## src/rtl/mm_pkg.sv

```systemverilog
// Shared types and helpers for the n x n streaming matrix-multiply engine.
// Holds the FSM state type, the default buffer geometry and the size-clamp helper.
package mm_pkg;

  typedef enum logic [2:0] {
    ST_IDLE,
    ST_LOAD_A,
    ST_LOAD_B,
    ST_MAC,
    ST_SEND,
    ST_FIN
  } state_t;

  localparam int unsigned DEF_MAX_N = 4;
  localparam int unsigned BUF_DEPTH = DEF_MAX_N * DEF_MAX_N;

  function automatic int unsigned buf_depth(input int unsigned max_n);
    return max_n * max_n;
  endfunction

  // A zero or oversized request runs at the largest supported size.
  function automatic int unsigned clamp_n(input int unsigned n, input int unsigned max_n);
    return ((n == 0) || (n > max_n)) ? max_n : n;
  endfunction

endpackage

```

## src/rtl/mm_nxn_stream_if.sv

```systemverilog
// Operand (ss_*) and result (sm_*) AXI-Stream channels of the matrix engine.
// The slave modport is the engine's view; master is the DMA/bench side.
interface mm_nxn_stream_if #(
  parameter int unsigned pDATA_WIDTH = 32
) ();

  logic                   ss_tvalid;
  logic                   ss_tready;
  logic [pDATA_WIDTH-1:0] ss_tdata;
  logic                   sm_tvalid;
  logic                   sm_tready;
  logic [pDATA_WIDTH-1:0] sm_tdata;
  logic                   sm_tlast;

  modport slave (
    input  ss_tvalid, ss_tdata, sm_tready,
    output ss_tready, sm_tvalid, sm_tdata, sm_tlast
  );

  modport master (
    output ss_tvalid, ss_tdata, sm_tready,
    input  ss_tready, sm_tvalid, sm_tdata, sm_tlast
  );

endinterface

```

## src/rtl/mm_opbuf.sv

```systemverilog
// Operand register file: synchronous write, combinational read, one shared address.
// Contents are not reset; every location is written before it is read.
module mm_opbuf
  import mm_pkg::*;
#(
  parameter  int unsigned WIDTH = 32,
  parameter  int unsigned DEPTH = BUF_DEPTH,
  localparam int unsigned AW    = (DEPTH > 1) ? $clog2(DEPTH) : 1
) (
  input  logic             clk,
  input  logic             we,
  input  logic [AW-1:0]    addr,
  input  logic [WIDTH-1:0] wdata,
  output logic [WIDTH-1:0] rdata
);

  logic [WIDTH-1:0] mem [DEPTH];

  always_ff @(posedge clk) begin
    if (we) mem[addr] <= wdata;
  end

  assign rdata = mem[addr];

endmodule

```

## src/rtl/mm_nxn_stream.sv

```systemverilog
// Streaming C = A x B engine for runtime size n (1..MAX_N), modulo 2^pDATA_WIDTH.
// A then B arrive row-major on ss_*; C leaves row-major on sm_* with sm_tlast on the final element.
module mm_nxn_stream
  import mm_pkg::*;
#(
  parameter  int unsigned pDATA_WIDTH = 32,
  parameter  int unsigned MAX_N       = DEF_MAX_N,
  localparam int unsigned NW          = $clog2(MAX_N + 1)
) (
  input  logic          axis_clk,
  input  logic          axis_rst_n,
  input  logic          mm_start,
  input  logic [NW-1:0] mm_n,
  output logic          mm_done,
  output logic          mm_idle,
  mm_nxn_stream_if.slave axis
);

  localparam int unsigned DEPTH = buf_depth(MAX_N);
  localparam int unsigned AW    = (DEPTH > 1) ? $clog2(DEPTH) : 1;
  localparam logic [AW-1:0] ROW_STRIDE = AW'(MAX_N);

  typedef logic [pDATA_WIDTH-1:0] word_t;

  state_t        state, state_nxt;
  logic [NW-1:0] n_r, n_nxt;
  logic [NW-1:0] row, row_nxt, col, col_nxt;
  logic [NW-1:0] i_r, i_nxt, j_r, j_nxt, k_r, k_nxt;
  word_t         acc, acc_nxt;
  word_t         tdata_r, tdata_nxt;
  logic          tlast_r, tlast_nxt;

  logic [NW-1:0] n_last;
  logic          beat;
  logic [AW-1:0] ld_addr, a_mac_addr, b_mac_addr, addr_a, addr_b;
  logic          we_a, we_b;
  word_t         a_rd, b_rd, prod;

  assign n_last = n_r - NW'(1);
  assign beat   = axis.ss_tvalid & axis.ss_tready;

  // Buffers are laid out with a fixed MAX_N stride regardless of the runtime n.
  assign ld_addr    = AW'(row) * ROW_STRIDE + AW'(col);
  assign a_mac_addr = AW'(i_r) * ROW_STRIDE + AW'(k_r);
  assign b_mac_addr = AW'(k_r) * ROW_STRIDE + AW'(j_r);

  assign addr_a = (state == ST_LOAD_A) ? ld_addr : a_mac_addr;
  assign addr_b = (state == ST_LOAD_B) ? ld_addr : b_mac_addr;
  assign we_a   = beat && (state == ST_LOAD_A);
  assign we_b   = beat && (state == ST_LOAD_B);

  mm_opbuf #(.WIDTH(pDATA_WIDTH), .DEPTH(DEPTH)) u_buf_a (
    .clk   (axis_clk),
    .we    (we_a),
    .addr  (addr_a),
    .wdata (axis.ss_tdata),
    .rdata (a_rd)
  );

  mm_opbuf #(.WIDTH(pDATA_WIDTH), .DEPTH(DEPTH)) u_buf_b (
    .clk   (axis_clk),
    .we    (we_b),
    .addr  (addr_b),
    .wdata (axis.ss_tdata),
    .rdata (b_rd)
  );

  assign prod = a_rd * b_rd;

  assign axis.ss_tready = (state == ST_LOAD_A) || (state == ST_LOAD_B);
  assign axis.sm_tvalid = (state == ST_SEND);
  assign axis.sm_tdata  = tdata_r;
  assign axis.sm_tlast  = tlast_r;
  assign mm_done        = (state == ST_FIN);
  assign mm_idle        = (state == ST_IDLE);

  always_ff @(posedge axis_clk or negedge axis_rst_n) begin
    if (!axis_rst_n) begin
      state   <= ST_IDLE;
      n_r     <= '0;
      row     <= '0;
      col     <= '0;
      i_r     <= '0;
      j_r     <= '0;
      k_r     <= '0;
      acc     <= '0;
      tdata_r <= '0;
      tlast_r <= 1'b0;
    end else begin
      state   <= state_nxt;
      n_r     <= n_nxt;
      row     <= row_nxt;
      col     <= col_nxt;
      i_r     <= i_nxt;
      j_r     <= j_nxt;
      k_r     <= k_nxt;
      acc     <= acc_nxt;
      tdata_r <= tdata_nxt;
      tlast_r <= tlast_nxt;
    end
  end

  always_comb begin
    state_nxt = state;
    n_nxt     = n_r;
    row_nxt   = row;
    col_nxt   = col;
    i_nxt     = i_r;
    j_nxt     = j_r;
    k_nxt     = k_r;
    acc_nxt   = acc;
    tdata_nxt = tdata_r;
    tlast_nxt = tlast_r;

    case (state)
      ST_IDLE: begin
        if (mm_start) begin
          n_nxt     = NW'(clamp_n(32'(mm_n), MAX_N));
          row_nxt   = '0;
          col_nxt   = '0;
          state_nxt = ST_LOAD_A;
        end
      end

      ST_LOAD_A, ST_LOAD_B: begin
        if (beat) begin
          if (col == n_last) begin
            col_nxt = '0;
            if (row == n_last) begin
              row_nxt = '0;
              if (state == ST_LOAD_A) begin
                state_nxt = ST_LOAD_B;
              end else begin
                state_nxt = ST_MAC;
                i_nxt     = '0;
                j_nxt     = '0;
                k_nxt     = '0;
                acc_nxt   = '0;
              end
            end else begin
              row_nxt = row + NW'(1);
            end
          end else begin
            col_nxt = col + NW'(1);
          end
        end
      end

      // The final product is folded straight into the output register so the
      // result is valid on the cycle right after the last multiply.
      ST_MAC: begin
        acc_nxt = acc + prod;
        if (k_r == n_last) begin
          k_nxt     = '0;
          tdata_nxt = acc + prod;
          tlast_nxt = (i_r == n_last) && (j_r == n_last);
          state_nxt = ST_SEND;
        end else begin
          k_nxt = k_r + NW'(1);
        end
      end

      ST_SEND: begin
        if (axis.sm_tready) begin
          tlast_nxt = 1'b0;
          acc_nxt   = '0;
          if (tlast_r) begin
            state_nxt = ST_FIN;
          end else begin
            state_nxt = ST_MAC;
            if (j_r == n_last) begin
              j_nxt = '0;
              i_nxt = i_r + NW'(1);
            end else begin
              j_nxt = j_r + NW'(1);
            end
          end
        end
      end

      ST_FIN: begin
        i_nxt     = '0;
        j_nxt     = '0;
        state_nxt = ST_IDLE;
      end

      default: state_nxt = ST_IDLE;
    endcase
  end

endmodule

```

## src/flat_wrapper.sv

```systemverilog
// flat-port wrapper written by rule: the top's interface ports become plain ports
module mm_nxn_stream_flat import mm_pkg::*;
#(
  parameter  int unsigned pDATA_WIDTH = 32,
  parameter  int unsigned MAX_N       = DEF_MAX_N,
  localparam int unsigned NW          = $clog2(MAX_N + 1)
)
  (axis_clk, axis_rst_n, mm_start, mm_n, mm_done, mm_idle, axis_ss_tvalid, axis_ss_tdata, axis_sm_tready, axis_ss_tready, axis_sm_tvalid, axis_sm_tdata, axis_sm_tlast);
  mm_nxn_stream_if #(.pDATA_WIDTH(pDATA_WIDTH)) axis_i ();
  input  logic axis_clk;
  input  logic axis_rst_n;
  input  logic mm_start;
  input  logic [NW-1:0] mm_n;
  output logic mm_done;
  output logic mm_idle;
  input wire logic [$bits(axis_i.ss_tvalid)-1:0] axis_ss_tvalid;
  input wire logic [$bits(axis_i.ss_tdata)-1:0] axis_ss_tdata;
  input wire logic [$bits(axis_i.sm_tready)-1:0] axis_sm_tready;
  output wire logic [$bits(axis_i.ss_tready)-1:0] axis_ss_tready;
  output wire logic [$bits(axis_i.sm_tvalid)-1:0] axis_sm_tvalid;
  output wire logic [$bits(axis_i.sm_tdata)-1:0] axis_sm_tdata;
  output wire logic [$bits(axis_i.sm_tlast)-1:0] axis_sm_tlast;
  assign axis_i.ss_tvalid = axis_ss_tvalid;
  assign axis_i.ss_tdata = axis_ss_tdata;
  assign axis_i.sm_tready = axis_sm_tready;
  assign axis_ss_tready = axis_i.ss_tready;
  assign axis_sm_tvalid = axis_i.sm_tvalid;
  assign axis_sm_tdata = axis_i.sm_tdata;
  assign axis_sm_tlast = axis_i.sm_tlast;
  mm_nxn_stream #(.pDATA_WIDTH(pDATA_WIDTH), .MAX_N(MAX_N)) u_core (.axis_clk(axis_clk), .axis_rst_n(axis_rst_n), .mm_start(mm_start), .mm_n(mm_n), .mm_done(mm_done), .mm_idle(mm_idle), .axis(axis_i));
endmodule
```

## config.mk

```make
export PLATFORM = sky130hd
export DESIGN_NAME = mm_nxn_stream_flat
export DESIGN_NICKNAME = d
export VERILOG_FILES = /design/src/rtl/mm_pkg.sv /design/src/rtl/mm_nxn_stream_if.sv /design/src/rtl/mm_opbuf.sv /design/src/rtl/mm_nxn_stream.sv /design/src/flat_wrapper.sv
export SDC_FILE = /design/constraint.sdc
export NUM_CORES = 2
export LEC_CHECK = 0
export BUFFER_PORTS_ARGS = -buffer_cell sky130_fd_sc_hd__buf_4
export CAP_MARGIN = 20
export CELL_PAD_IN_SITES_DETAIL_PLACEMENT = 1
export CELL_PAD_IN_SITES_GLOBAL_PLACEMENT = 1
export CORE_UTILIZATION = 50
export DETAILED_ROUTE_END_ITERATION = 8
export PLACE_DENSITY = 0.8
export REMOVE_ABC_BUFFERS = 1
export SLEW_MARGIN = 10
export SYNTH_ARGS = -nofsm -noshare
export SYNTH_HDL_FRONTEND = slang
export SYNTH_SLANG_ARGS = --single-unit
```

## constraint.sdc

```tcl
create_clock -name axis_clk -period 20.7 [get_ports axis_clk]
set_input_delay 4.14 -clock axis_clk [delete_from_list [all_inputs] [get_ports axis_clk]]
set_output_delay 4.14 -clock axis_clk [all_outputs]
set_load 0.02 [all_outputs]
```

==> results.json <==
{
  "ctsHoldBuffers": 0,
  "holdWs_ns": 0.497,
  "gp_congestion": 0.880,
  "timing.reg2reg.setup_slack_ns": 8.23,
  "period_minus_slack_ns": 12.47,
  "worstMarginPinSlew_ns": 1.13,
  "netlist-cell-type-count": 72,
  "synth-main-ff-cell": "edfxtp_1",
  "start_kind": "register",
  "grt_pass1_vias": 47024,
  "gr-usage-all-layers": 0.307,
  "vias_per_cell": 6.26,
  "clockBufferDepth": 3,
  "dp_hpwl_microns": 118000,
  "rows": 130,
  "setup_viol": 0,
  "netlist_top_cells_area": "edfxtp_1, fa_1, a211oi_1",
  "synth.most_common_cell": "edfxtp_1",
  "placed_cells_incl_taps": 6671,
  "area_growth_pct": 9.26,
  "slew_headroom": 0.246,
  "antenna_found_initial": 10,
  "ctsRootBufferMaster": "clkbuf_16",
  "vias": 43086,
  "min_period_over_period": 0.603,
  "grt_overflow": 0,
  "post_cts_resized": 0,
  "worstPathMaxFanout": 83,
  "tns_ns": 0,
  "postSynthCellCount": 5185,
  "synthArstFlopShare": 0.0775,
  "yosysTopAreaCellShare": 0.483,
  "diodes": 0,
  "clock_sinks": 1110,
  "routed_wl_microns": 197000,
  "cts_made_buffers": 116,
  "drive_gt1_frac": 0.129,
  "synthTopCellsByCount": "edfxtp_1, inv_1, a211oi_1",
  "ys_ff_latch": 1110,
  "post-cts-setup-buffers": 0,
  "r2r_cells": 34,
  "cpMostUsedCell": "fa_1",
  "syn_area_per_cell_sq_um": 12.3,
  "holdPathStages": 2,
  "slowest_delay_ns": 0.94,
  "grt_pass1_wl_microns": 293000,
  "finClkSkew_ns": 0.0280,
  "die_area_sq_um": 129000,
  "rsz0062_at_grt": "false",
  "status": "completed",
  "wl_per_cell_microns": 28.5,
  "timing.fmax_mhz": 80.2,
  "required_ns": 21.34,
  "rr_startpoint": "u_core.state[2]",
  "synth_area_sq_um": 63600,
  "die_x_microns": 359,
  "num_io_pins": 77,
  "slew_viol_final": 0,
  "timing.rr.end": "u_core.axis.sm_tdata[31]",
  "crit_type": "register to register",
  "cp_data_arrival_time_ns": 13.11,
  "yosys.area.top_type": "edfxtp_1",
  "drc": 0,
  "synth_enable_flop_cells": 1024,
  "drtIter0Drc": 4364,
  "coreArea_sq_um": 126000,
  "yosys_warnings": 0,
  "drv_cap": 0,
  "ant_nets": 0,
  "hold_start": "u_core.axis.sm_tdata[5]",
  "initial_core_util": 0.505,
  "cp_slowest_cell": "buf_4",
  "seq_area_frac_synth": 0.517,
  "clock_latency_ns": 0.77,
  "portBuffers": 76,
  "h-tree-depth": 3,
  "final_cells": 6887,
  "fin_nets": 5752,
  "die_h_microns": 359,
  "final-hold-violation-count": 0,
  "grt_start_max_net_pins": 159,
  "clkTransAtPathRegs_ns": 0.07,
  "min_to": "u_core.axis.sm_tdata[5]",
  "worstHoldPathType": "register to register",
  "cts_tree": "yes",
  "crit_path_end_kind": "register",
  "dr.pass1.iters": 5
}
[registers in the layout, summed over array words and instances (netlist names)]
| signal | flops |
|---|---|
| u_core.acc | 32 |
| u_core.axis.sm_tdata | 32 |
| u_core.axis.sm_tlast | 1 |
| u_core.col | 3 |
| u_core.i_r | 3 |
| u_core.j_r | 3 |
| u_core.k_r | 3 |
| u_core.n_r | 3 |
| u_core.row | 3 |
| u_core.state | 3 |
| u_core.u_buf_a.mem | 512 |
| u_core.u_buf_b.mem | 512 |
[per-layer routing]
metal	up-vias	routed length (microns)	GRT usage
met4	10	8630	0.139
li1	17974	-	-
met5	-	69	0
met3	557	15400	0.0509
met2	2087	96100	0.517
met1	22458	76300	0.389
[final cells by class]
cell class / count / area, sq um
tap: 1650 / 2060
multi-input combinational: 2814 / 25900
sequential: 1110 / 32900
inverter: 901 / 3380
timing repair buffer: 197 / 1520
clock buffer: 146 / 3070
clock inverter: 69 / 652
fill: 12665 / 56400
[worst max-delay path: cells and delay by family (launching register included)]
family          cells  cell delay [ns]
fa+ha+maj           9             4.34
buf+inv             9             2.57
compound gates      8             2.48
simple gates        5             1.51
flops               1             0.54
mux                 2             0.43
xor+xnor            1             0.29
[worst max-delay path by stage]
stage,start,to,slack (ns)
after floorplan,u_core.state[2],u_core.axis.sm_tdata[31],6.07
after global placement,u_core.state[2],u_core.acc[31],8.74
after detailed placement,u_core.state[2],u_core.acc[31],8.46
after CTS,u_core.state[2],u_core.axis.sm_tdata[31],8.46
after global routing,u_core.state[2],u_core.axis.sm_tdata[31],7.67
final,u_core.state[2],u_core.axis.sm_tdata[31],8.23
[cells in the final DEF (no fill, tap or decap), types with 18 or more instances in the layout]
cell type	n
buf_4	193
xor2_1	24
xnor2_1	78
nor2_4	33
o2111ai_2	25
nor2_1	366
ha_1	134
a211oi_1	761
nand2_1	101
inv_1	901
o21ai_1	71
or2_2	174
mux2_2	30
a22o_1	30
edfxtp_1	1024
fa_1	438
o21ai_0	150
dfrtp_1	84
nand3_1	37
clkinv_2	30
a21oi_1	42
clkbuf_16	118
clkbuf_1	27
mux2i_1	160
o2111ai_1	18
[metrics by stage]
stage / utilization / area [sq um] / setup WS [ns]
6_report: 0.552 / 69500 / 8.23
4_1_cts: 0.552 / 69500 / 8.46
3_3_place_gp: 0.523 / 65800 / 8.74
2_1_floorplan: - / 61700 / 6.07
5_1_grt: 0.552 / 69500 / 7.67
3_5_place_dp: 0.523 / 65800 / 8.46
[logic make-up (layout without fill, tap and decap cells)]
group | after synthesis | count (layout) | share of synthesized area
buf+inv | 1261 | 1313 | 0.0836
compound gates | 1167 | 1167 | 0.131
mux | 194 | 194 | 0.0313
simple gates | 774 | 774 | 0.0569
fa+ha+maj | 572 | 572 | 0.164
flops | 1110 | 1110 | 0.517
xor+xnor | 107 | 107 | 0.0157
Power is not shown: default switching activity piles up to over one toggle a cycle in this logic, so the estimate is an artifact.
